$ cat src/rtl/uart_rx_param.sv
`default_nettype none
// +----------------------------------------------------------------------------+
// | uart_rx_param                                                              |
// | Oversampling UART receiver: N_BIT data bits, optional even/odd parity,     |
// | STOP_BITS stop bits. Reports parity, framing and break with each word.     |
// | Define UART_RX_MAJORITY_EN for 2-of-3 majority voting on every bit.        |
// | Rev 1.0                                                                    |
// +----------------------------------------------------------------------------+
module uart_rx_param #(
    parameter int N_BIT     = 8,
    parameter int N_TICK    = 16,
    parameter int STOP_BITS = 1
) (
    input  logic             CLK,
    input  logic             RESET,
    input  logic             TICK,
    input  logic             RX,
    input  logic [1:0]       PARITY_MODE,
    output logic             RX_DONE,
    output logic [N_BIT-1:0] DOUT,
    output logic             PARITY_ERR,
    output logic             FRAME_ERR,
    output logic             BREAK,
    output logic [2:0]       STATE
);

    localparam int S_W = $clog2(N_TICK);
    localparam int N_W = $clog2(N_BIT);

    localparam logic [S_W-1:0] S_MID  = S_W'(N_TICK / 2 - 1);
    localparam logic [S_W-1:0] S_END  = S_W'(N_TICK - 1);
    localparam logic [N_W-1:0] N_LAST = N_W'(N_BIT - 1);
    localparam logic [N_W-1:0] N_STOP = N_W'(STOP_BITS - 1);

    typedef enum logic [2:0] {
        ST_IDLE      = 3'd0,
        ST_START     = 3'd1,
        ST_DATA      = 3'd2,
        ST_PARITY    = 3'd3,
        ST_STOP      = 3'd4,
        ST_WAIT_HIGH = 3'd5
    } state_t;

    state_t           state_q;
    logic             rx_meta_q;
    logic             rx_s_q;
    logic [S_W-1:0]   s_q;
    logic [N_W-1:0]   n_q;
    logic [N_BIT-1:0] b_q;
    logic [1:0]       mode_q;
    logic             par_err_q;
    logic             par_one_q;
    logic             ferr_q;
    logic             stop_one_q;

    logic w_bit;
    logic w_par_en;
    logic w_par_exp;
    logic w_ferr_nxt;
    logic w_stop_one_nxt;

    always_ff @(posedge CLK or posedge RESET) begin
        if (RESET) begin
            rx_meta_q <= 1'b1;
            rx_s_q    <= 1'b1;
        end else begin
            rx_meta_q <= RX;
            rx_s_q    <= rx_meta_q;
        end
    end

`ifdef UART_RX_MAJORITY_EN
    // Holds rx_s from the two previous TICKs; since s advances by one per TICK
    // these are the samples taken at C-2 and C-1 when the decision is made at C.
    logic [1:0] hist_q;

    always_ff @(posedge CLK or posedge RESET) begin
        if (RESET) begin
            hist_q <= 2'b11;
        end else if (TICK) begin
            hist_q <= {hist_q[0], rx_s_q};
        end
    end

    assign w_bit = (hist_q[1] & hist_q[0]) | (hist_q[1] & rx_s_q) | (hist_q[0] & rx_s_q);
`else
    assign w_bit = rx_s_q;
`endif

    assign w_par_en       = (mode_q == 2'b01) || (mode_q == 2'b10);
    assign w_par_exp      = (mode_q == 2'b10) ? ~^b_q : ^b_q;
    assign w_ferr_nxt     = ferr_q | ~w_bit;
    assign w_stop_one_nxt = stop_one_q | w_bit;

    always_ff @(posedge CLK or posedge RESET) begin
        if (RESET) begin
            state_q    <= ST_IDLE;
            s_q        <= '0;
            n_q        <= '0;
            b_q        <= '0;
            mode_q     <= 2'b00;
            par_err_q  <= 1'b0;
            par_one_q  <= 1'b0;
            ferr_q     <= 1'b0;
            stop_one_q <= 1'b0;
            RX_DONE    <= 1'b0;
            DOUT       <= '0;
            PARITY_ERR <= 1'b0;
            FRAME_ERR  <= 1'b0;
            BREAK      <= 1'b0;
        end else begin
            RX_DONE <= 1'b0;
            unique case (state_q)
                ST_IDLE: begin
                    mode_q <= PARITY_MODE;
                    if (!rx_s_q) begin
                        state_q <= ST_START;
                        s_q     <= '0;
                    end
                end

                ST_START: if (TICK) begin
                    if (s_q == S_MID) begin
                        if (!w_bit) begin
                            state_q    <= ST_DATA;
                            s_q        <= '0;
                            n_q        <= '0;
                            par_err_q  <= 1'b0;
                            par_one_q  <= 1'b0;
                            ferr_q     <= 1'b0;
                            stop_one_q <= 1'b0;
                        end else begin
                            state_q <= ST_IDLE;
                        end
                    end else begin
                        s_q <= s_q + S_W'(1);
                    end
                end

                ST_DATA: if (TICK) begin
                    if (s_q == S_END) begin
                        b_q <= {w_bit, b_q[N_BIT-1:1]};
                        s_q <= '0;
                        if (n_q == N_LAST) begin
                            n_q     <= '0;
                            state_q <= w_par_en ? ST_PARITY : ST_STOP;
                        end else begin
                            n_q <= n_q + N_W'(1);
                        end
                    end else begin
                        s_q <= s_q + S_W'(1);
                    end
                end

                ST_PARITY: if (TICK) begin
                    if (s_q == S_END) begin
                        par_err_q <= w_bit ^ w_par_exp;
                        par_one_q <= w_bit;
                        s_q       <= '0;
                        n_q       <= '0;
                        state_q   <= ST_STOP;
                    end else begin
                        s_q <= s_q + S_W'(1);
                    end
                end

                ST_STOP: if (TICK) begin
                    if (s_q == S_END) begin
                        s_q        <= '0;
                        ferr_q     <= w_ferr_nxt;
                        stop_one_q <= w_stop_one_nxt;
                        if (n_q == N_STOP) begin
                            RX_DONE    <= 1'b1;
                            DOUT       <= b_q;
                            PARITY_ERR <= par_err_q;
                            FRAME_ERR  <= w_ferr_nxt;
                            BREAK      <= (b_q == '0) && !par_one_q && !w_stop_one_nxt;
                            n_q        <= '0;
                            state_q    <= w_ferr_nxt ? ST_WAIT_HIGH : ST_IDLE;
                        end else begin
                            n_q <= n_q + N_W'(1);
                        end
                    end else begin
                        s_q <= s_q + S_W'(1);
                    end
                end

                // A line held low must go high before another start is accepted.
                ST_WAIT_HIGH: begin
                    if (rx_s_q) begin
                        state_q <= ST_IDLE;
                    end
                end

                default: state_q <= ST_IDLE;
            endcase
        end
    end

    assign STATE = state_q;

endmodule
`default_nettype wire

$ cat config.mk
export PLATFORM = sky130hd
export DESIGN_NAME = uart_rx_param
export DESIGN_NICKNAME = d
export VERILOG_FILES = /design/src/rtl/uart_rx_param.sv
export SDC_FILE = /design/constraint.sdc
export NUM_CORES = 1
export LEC_CHECK = 0
export ABC_CLOCK_PERIOD_IN_PS = 3400
export CORE_MARGIN = 2
export CORE_UTILIZATION = 60
export DETAILED_ROUTE_END_ITERATION = 12
export MAX_ROUTING_LAYER = met4
export PLACE_DENSITY = 0.93
export SYNTH_ARGS = -nofsm -noshare
export SYNTH_HDL_FRONTEND = slang
export SYNTH_SLANG_ARGS = --single-unit
$ cat constraint.sdc
create_clock -name CLK -period 3.4 [get_ports CLK]
set_input_delay 0.51 -clock CLK [delete_from_list [all_inputs] [get_ports CLK]]
set_output_delay 0.51 -clock CLK [all_outputs]
set_load 0.05 [all_outputs]
## Word level (Yosys, flattened, before mapping)

Cells that the tools add are included.

| cells by class | value |
|---|---|
| add/sub/neg operators | 2 |
| $mul | 0 |
| divide/modulo/power cells | 0 |
| $lt $le $gt $ge | 0 |
| equality and inequality tests | 24 |
| shifts and indexed selects | 0 |
| muxes and demuxes | 54 |
| bitwise operators | 4 |
| reductions and logical operators | 22 |

Operators by type and width:

| operator | count |
|---|---|
| 2-to-1 mux 3 bit | 25 |
| inequality test 2 bit (second input constant) | 13 |
| 2-to-1 mux 4 bit | 5 |
| case mux 3 bit (6 select lines) | 1 |
| 2-to-1 mux 1 bit | 16 |
| case mux 3 bit (4 select lines) | 1 |
| case mux 4 bit (3 select lines) | 1 |
| AND reduction 12 bit | 1 |
| AND reduction 6 bit | 2 |
| AND reduction 10 bit | 1 |
| == test 3 bit (second input constant) | 3 |
| logical NOT 8 bit | 1 |
| case mux 1 bit (2 select lines) | 4 |
| XNOR reduction 8 bit | 1 |
| XOR reduction 8 bit | 1 |
| == test 3 x 2 -> 1 bit (second input constant) | 2 |
| logical NOT 3 bit | 2 |
| AND reduction 3 bit | 2 |
| adder 4 x 1 -> 4 bit (second input constant) | 1 |
| == test 4 x 3 -> 1 bit (second input constant) | 1 |
| == test 4 bit (second input constant) | 1 |
| AND reduction 4 bit | 1 |
| nonzero test 2 bit | 2 |
| nonzero test 4 bit | 1 |
| other kinds (14) | 17 |

| word-level totals | value |
|---|---|
| bits in registers | 38 |
| bits in latches | 0 |
| bits in writable memories | 0 |
| ROM bits | 0 |
| bits of input ports | 6 |
| word-level logic and storage cells | 122 |
| memories | 0 |

## Longest topological paths before layout

| depth | value |
|---|---|
| word-level depth | 7 |
| mapped depth | 7 |
| mapped depth without buffers | 7 |

## Worst setup path before layout

No wires, ideal clock.

| timing | value |
|---|---|
| path type | register -> register |
| start | reg state_q[2] (netlist: STATE[2]) |
| end | reg DOUT[0] |
| setup time | 0.125 ns |
| arrival | 1.956 ns |
| path slack | 1.319 ns |
| cell stages (with the launch flop) | 7 |
| path buffers | 2 |
| clock period less this slack | 2.081 ns |
| path through | dfrtp_1 > clkbuf_2 > nor3b_2 > nand2_2 > nor3_4 > buf_6 > mux2_2 |

| on the way | value |
|---|---|
| word-level cells in the longest chain between the ends | 2 |

RTL lines:

| item | line | RTL |
|---|---|---|
| start, declared | 44 | `state_t state_q;` |
| start signal, assigned | 146 | `state_q <= w_par_en ? ST_PARITY : ST_STOP;` |
| start signal, assigned | 179 | `state_q <= w_ferr_nxt ? ST_WAIT_HIGH : ST_IDLE;` |
| == test 3 bit | 113 | `unique case (state_q)` |
| AND reduction 4 bit (no source line) | -- |  |
| end signal, assigned | 174 | `DOUT <= b_q;` |
| end, declared | 20 | `output logic [N_BIT-1:0] DOUT,` |

Every way passes these cells.
A chain may end at the register's enable or synchronous reset.

## Worst setup path after layout

| timing | value |
|---|---|
| start | reg state_q[0] (netlist: STATE[0]) |
| end | out STATE[0] |

RTL lines:

| item | line | RTL |
|---|---|---|
| end, declared | 24 | `output logic [2:0] STATE` |

No word-level cell between the ends.

==> summary.txt <==
Run status
  – Run status: completed

Floorplan
  – Die W: 62.3 um
  – Area of the core: about 3300 um^2
  – Die ar.: 3880 um^2
  – Initial Util: 0.620
  – I/O pin count: 21
  – Row count: 21
  – Die Height: 62.3 um

Route
  – Drt wl/cell: 14.5 um
  – Detailed-route DRC error count: 0
  – Final WL: 3780 um
  – DR pass1 iterations: 4
  – Antenna viol nets, final: 0
  – Vias: 1507
  – Via count normalized by instance count: 5.77
  – DRT iter0 DRCs: 61

Final layout
  – Ratio of cells with drive above 1 in the final layout: 0.158
  – Util after Layout: 0.704
  – ANT cells: 0
  – Nets: 229
  – Area grow syn2layout: 13.5%

Setup path
  – Max incr delay on CP: approximately 920 ps
  – CP required: 2890 ps
  – Crit path max-delay family: buffers and inverters
  – Crit start category: register
  – CP Capture Type: primary output
  – Critical path cell sequence: clkdlybuf4s50_1
  – Slowest CP cell: clkdlybuf4s50_1
  – CP Class: reg2out
  – Critical Path AT: 2020 ps
  – Count of buffer and inverter cells on the critical path: 1
  – CP max FO: 16

Synthesis
  – Mean Syn Cell Area: 10.4 um^2
  – Synth cell count leaders: 36 x dfrtp_1, 18 x nand2_1, 16 x inv_1, 16 x o21ai_0
  – Synth top area share: 0.443
  – Seq cells post-synth: 38
  – Synth async-reset ratio: 1.00
  – Register area share after synthesis: 0.468
  – Synth cell types: just under 50
  – Total nets after synthesis: 210
  – Most instantiated library cell after synthesis: dfrtp_1
  – Number of synthesized flops with an enable pin: 0
  – Post-synthesis instance area: 2040 um^2
  – Post-synthesis cell count: 195
  – Synth area leaders: dfrtp_1 44%, mux2_2 6.6%, ha_1 5.5%, o21ai_0 3.9%, nand2_1 3.3%
  – Yosys warns: 0
  – Largest area contributor in the synthesized netlist: dfrtp_1
  – Top FF cell, synth: dfrtp_1

STA
  – Period utilization: 0.745
  – Pins over their slew limit: 0
  – Final min period: 2530 ps
  – RSZ-0062 raised after global routing: false
  – Worst setup margin: 866 ps
  – Final hold violation count: 0
  – Clock Skews: 6.12 ps
  – Slew margin rel.: 0.559
  – Final setup fails: 0
  – Max Fclk: 395 MHz
  – Setup TNS: 0 ps
  – Slew @ Worst Pin: 656 ps

GRT
  – Global route overflow: 0
  – Tot GR Track Use: 0.229
  – Initial antenna violation count: 0
  – First-pass GRT wire length: 6730 um
  – Largest net degree at the start of global routing: 39
  – Number of global-route vias before repair: 1538

CTS
  – Clock Tree Buf Depth: 2
  – Cts repair resizes: 0
  – CTS tree: done
  – Clock root cell: clkbuf_4
  – Hold buffers post-CTS: 0
  – Clock Sinks: 38
  – CTS Buf Count: 5
  – Register clock-pin slew on the reported worst setup and hold paths: ~120 ps
  – H-tree levels: 2
  – Worst skew pair latency: between 300 and 400 ps
  – Total setup buffers inserted after CTS: 0

Worst hold path
  – Hold Path Class: reg2reg

Run
  – Max-Cap Viols: 0

Pwr
  – Power Density: approximately 650 nW/um^2
  – Leakage: 1.03 nW
  – Worst vdd ir: 0.000509 V

Place
  – Final Wtd Congestion: about 0.93
  – Dpl ws: 988 ps
  – Post-DP HPWL: 2650 um
  – PortBufs: 20
-- per-stage QoR --
stage / power (W) / hold slack (ps) / cells / area [um^2]
5_1_grt: 0.00161 / 367 / 261 / 2310
2_1_floorplan: 0.00112 / 345 / 195 / 2040
4_1_cts: 0.00150 / 365 / 261 / 2310
3_3_place_gp: 0.00122 / 347 / 253 / 2250
6_report: 0.00149 / 365 / 261 / 2310
3_5_place_dp: 0.00124 / 348 / 253 / 2250
-- layout by cell type (no fill, tap or decap), types with 2 or more instances in the layout --
| cell type | count |
|---|---|
| nor4b_1 | 2 |
| nand2_1 | 18 |
| clkdlybuf4s50_1 | 20 |
| clkbuf_4 | 5 |
| a32o_1 | 2 |
| xnor2_1 | 6 |
| a22o_1 | 3 |
| inv_1 | 16 |
| nor2_1 | 12 |
| a31oi_1 | 4 |
| nand4_1 | 3 |
| nor3_1 | 4 |
| a41oi_1 | 3 |
| nor2b_1 | 4 |
| nand2b_1 | 3 |
| dfrtp_1 | 36 |
| dfstp_2 | 2 |
| o21ai_1 | 2 |
| mux2_2 | 12 |
| a21oi_1 | 4 |
| o21ai_0 | 16 |
| ha_1 | 9 |
-- sequential cells by signal, summed over array words and instances (netlist names), 2 cells and up --
register,cells
b_q,8
s_q,4
mode_q,2
n_q,3
DOUT,8
STATE,3
-- where the power goes --
part           total, W  internal (W)  switching, W
Combinational  0.000599      0.000255      0.000343
Sequential     0.000641      0.000519      0.000122
Clock          0.000255     0.0000994      0.000156
-- logic make-up (layout without fill, tap and decap cells) --
group	Yosys count	count (layout)	synth area share
and+or+nand+nor	59	59	0.171
AOI/OAI and AO/OA	43	43	0.146
DFF	38	38	0.468
buffers and inverters	26	46	0.0578
muxes	13	13	0.0713
adders and majority gates	9	9	0.0553
xor gates and xnor gates	7	7	0.0301
-- routing by layer --
layer,track usage,part of all wire,routed length [um],up-vias
met5,-,0,0,-
met4,0.103,0.015,57,0
met3,0.0525,0.050,190,6
met2,0.371,0.49,1850,44
met1,0.277,0.45,1690,729
li1,-,-,-,728
-- area by class of cell --
class | instances | area [um^2]
clock inverter | 2 | 12.5
tap | 46 | 57.6
multi-input combinational | 131 | 965
sequential | 38 | 953
inverter | 17 | 63.8
timing repair buffer | 21 | 208
clock buffer | 6 | 51.3
fill | 266 | 973
-- path summary, 6_finish.rpt --
| kind | start | end | slack [ps] | cells after the start |
|---|---|---|---|---|
| hold reg to reg | rx_meta_q$_DFF_PP1_ | rx_s_q$_DFF_PP1_ | 360 | 0 |
| max in group asynchronous | RESET | rx_s_q$_DFF_PP1_ | 2480 | 3 |
| setup / recovery | STATE[0]$_DFFE_PP0P_ | STATE[0] | 870 | 1 |
| setup reg to reg | STATE[2]$_DFFE_PP0P_ | DOUT[5]$_DFFE_PP0P_ | 1140 | 4 |
| min in group asynchronous | RESET | n_q[0]$_DFFE_PP0P_ | 550 | 3 |
| hold / removal | rx_meta_q$_DFF_PP1_ | rx_s_q$_DFF_PP1_ | 360 | 0 |
Note: power is estimated with default switching activity, not from simulation.
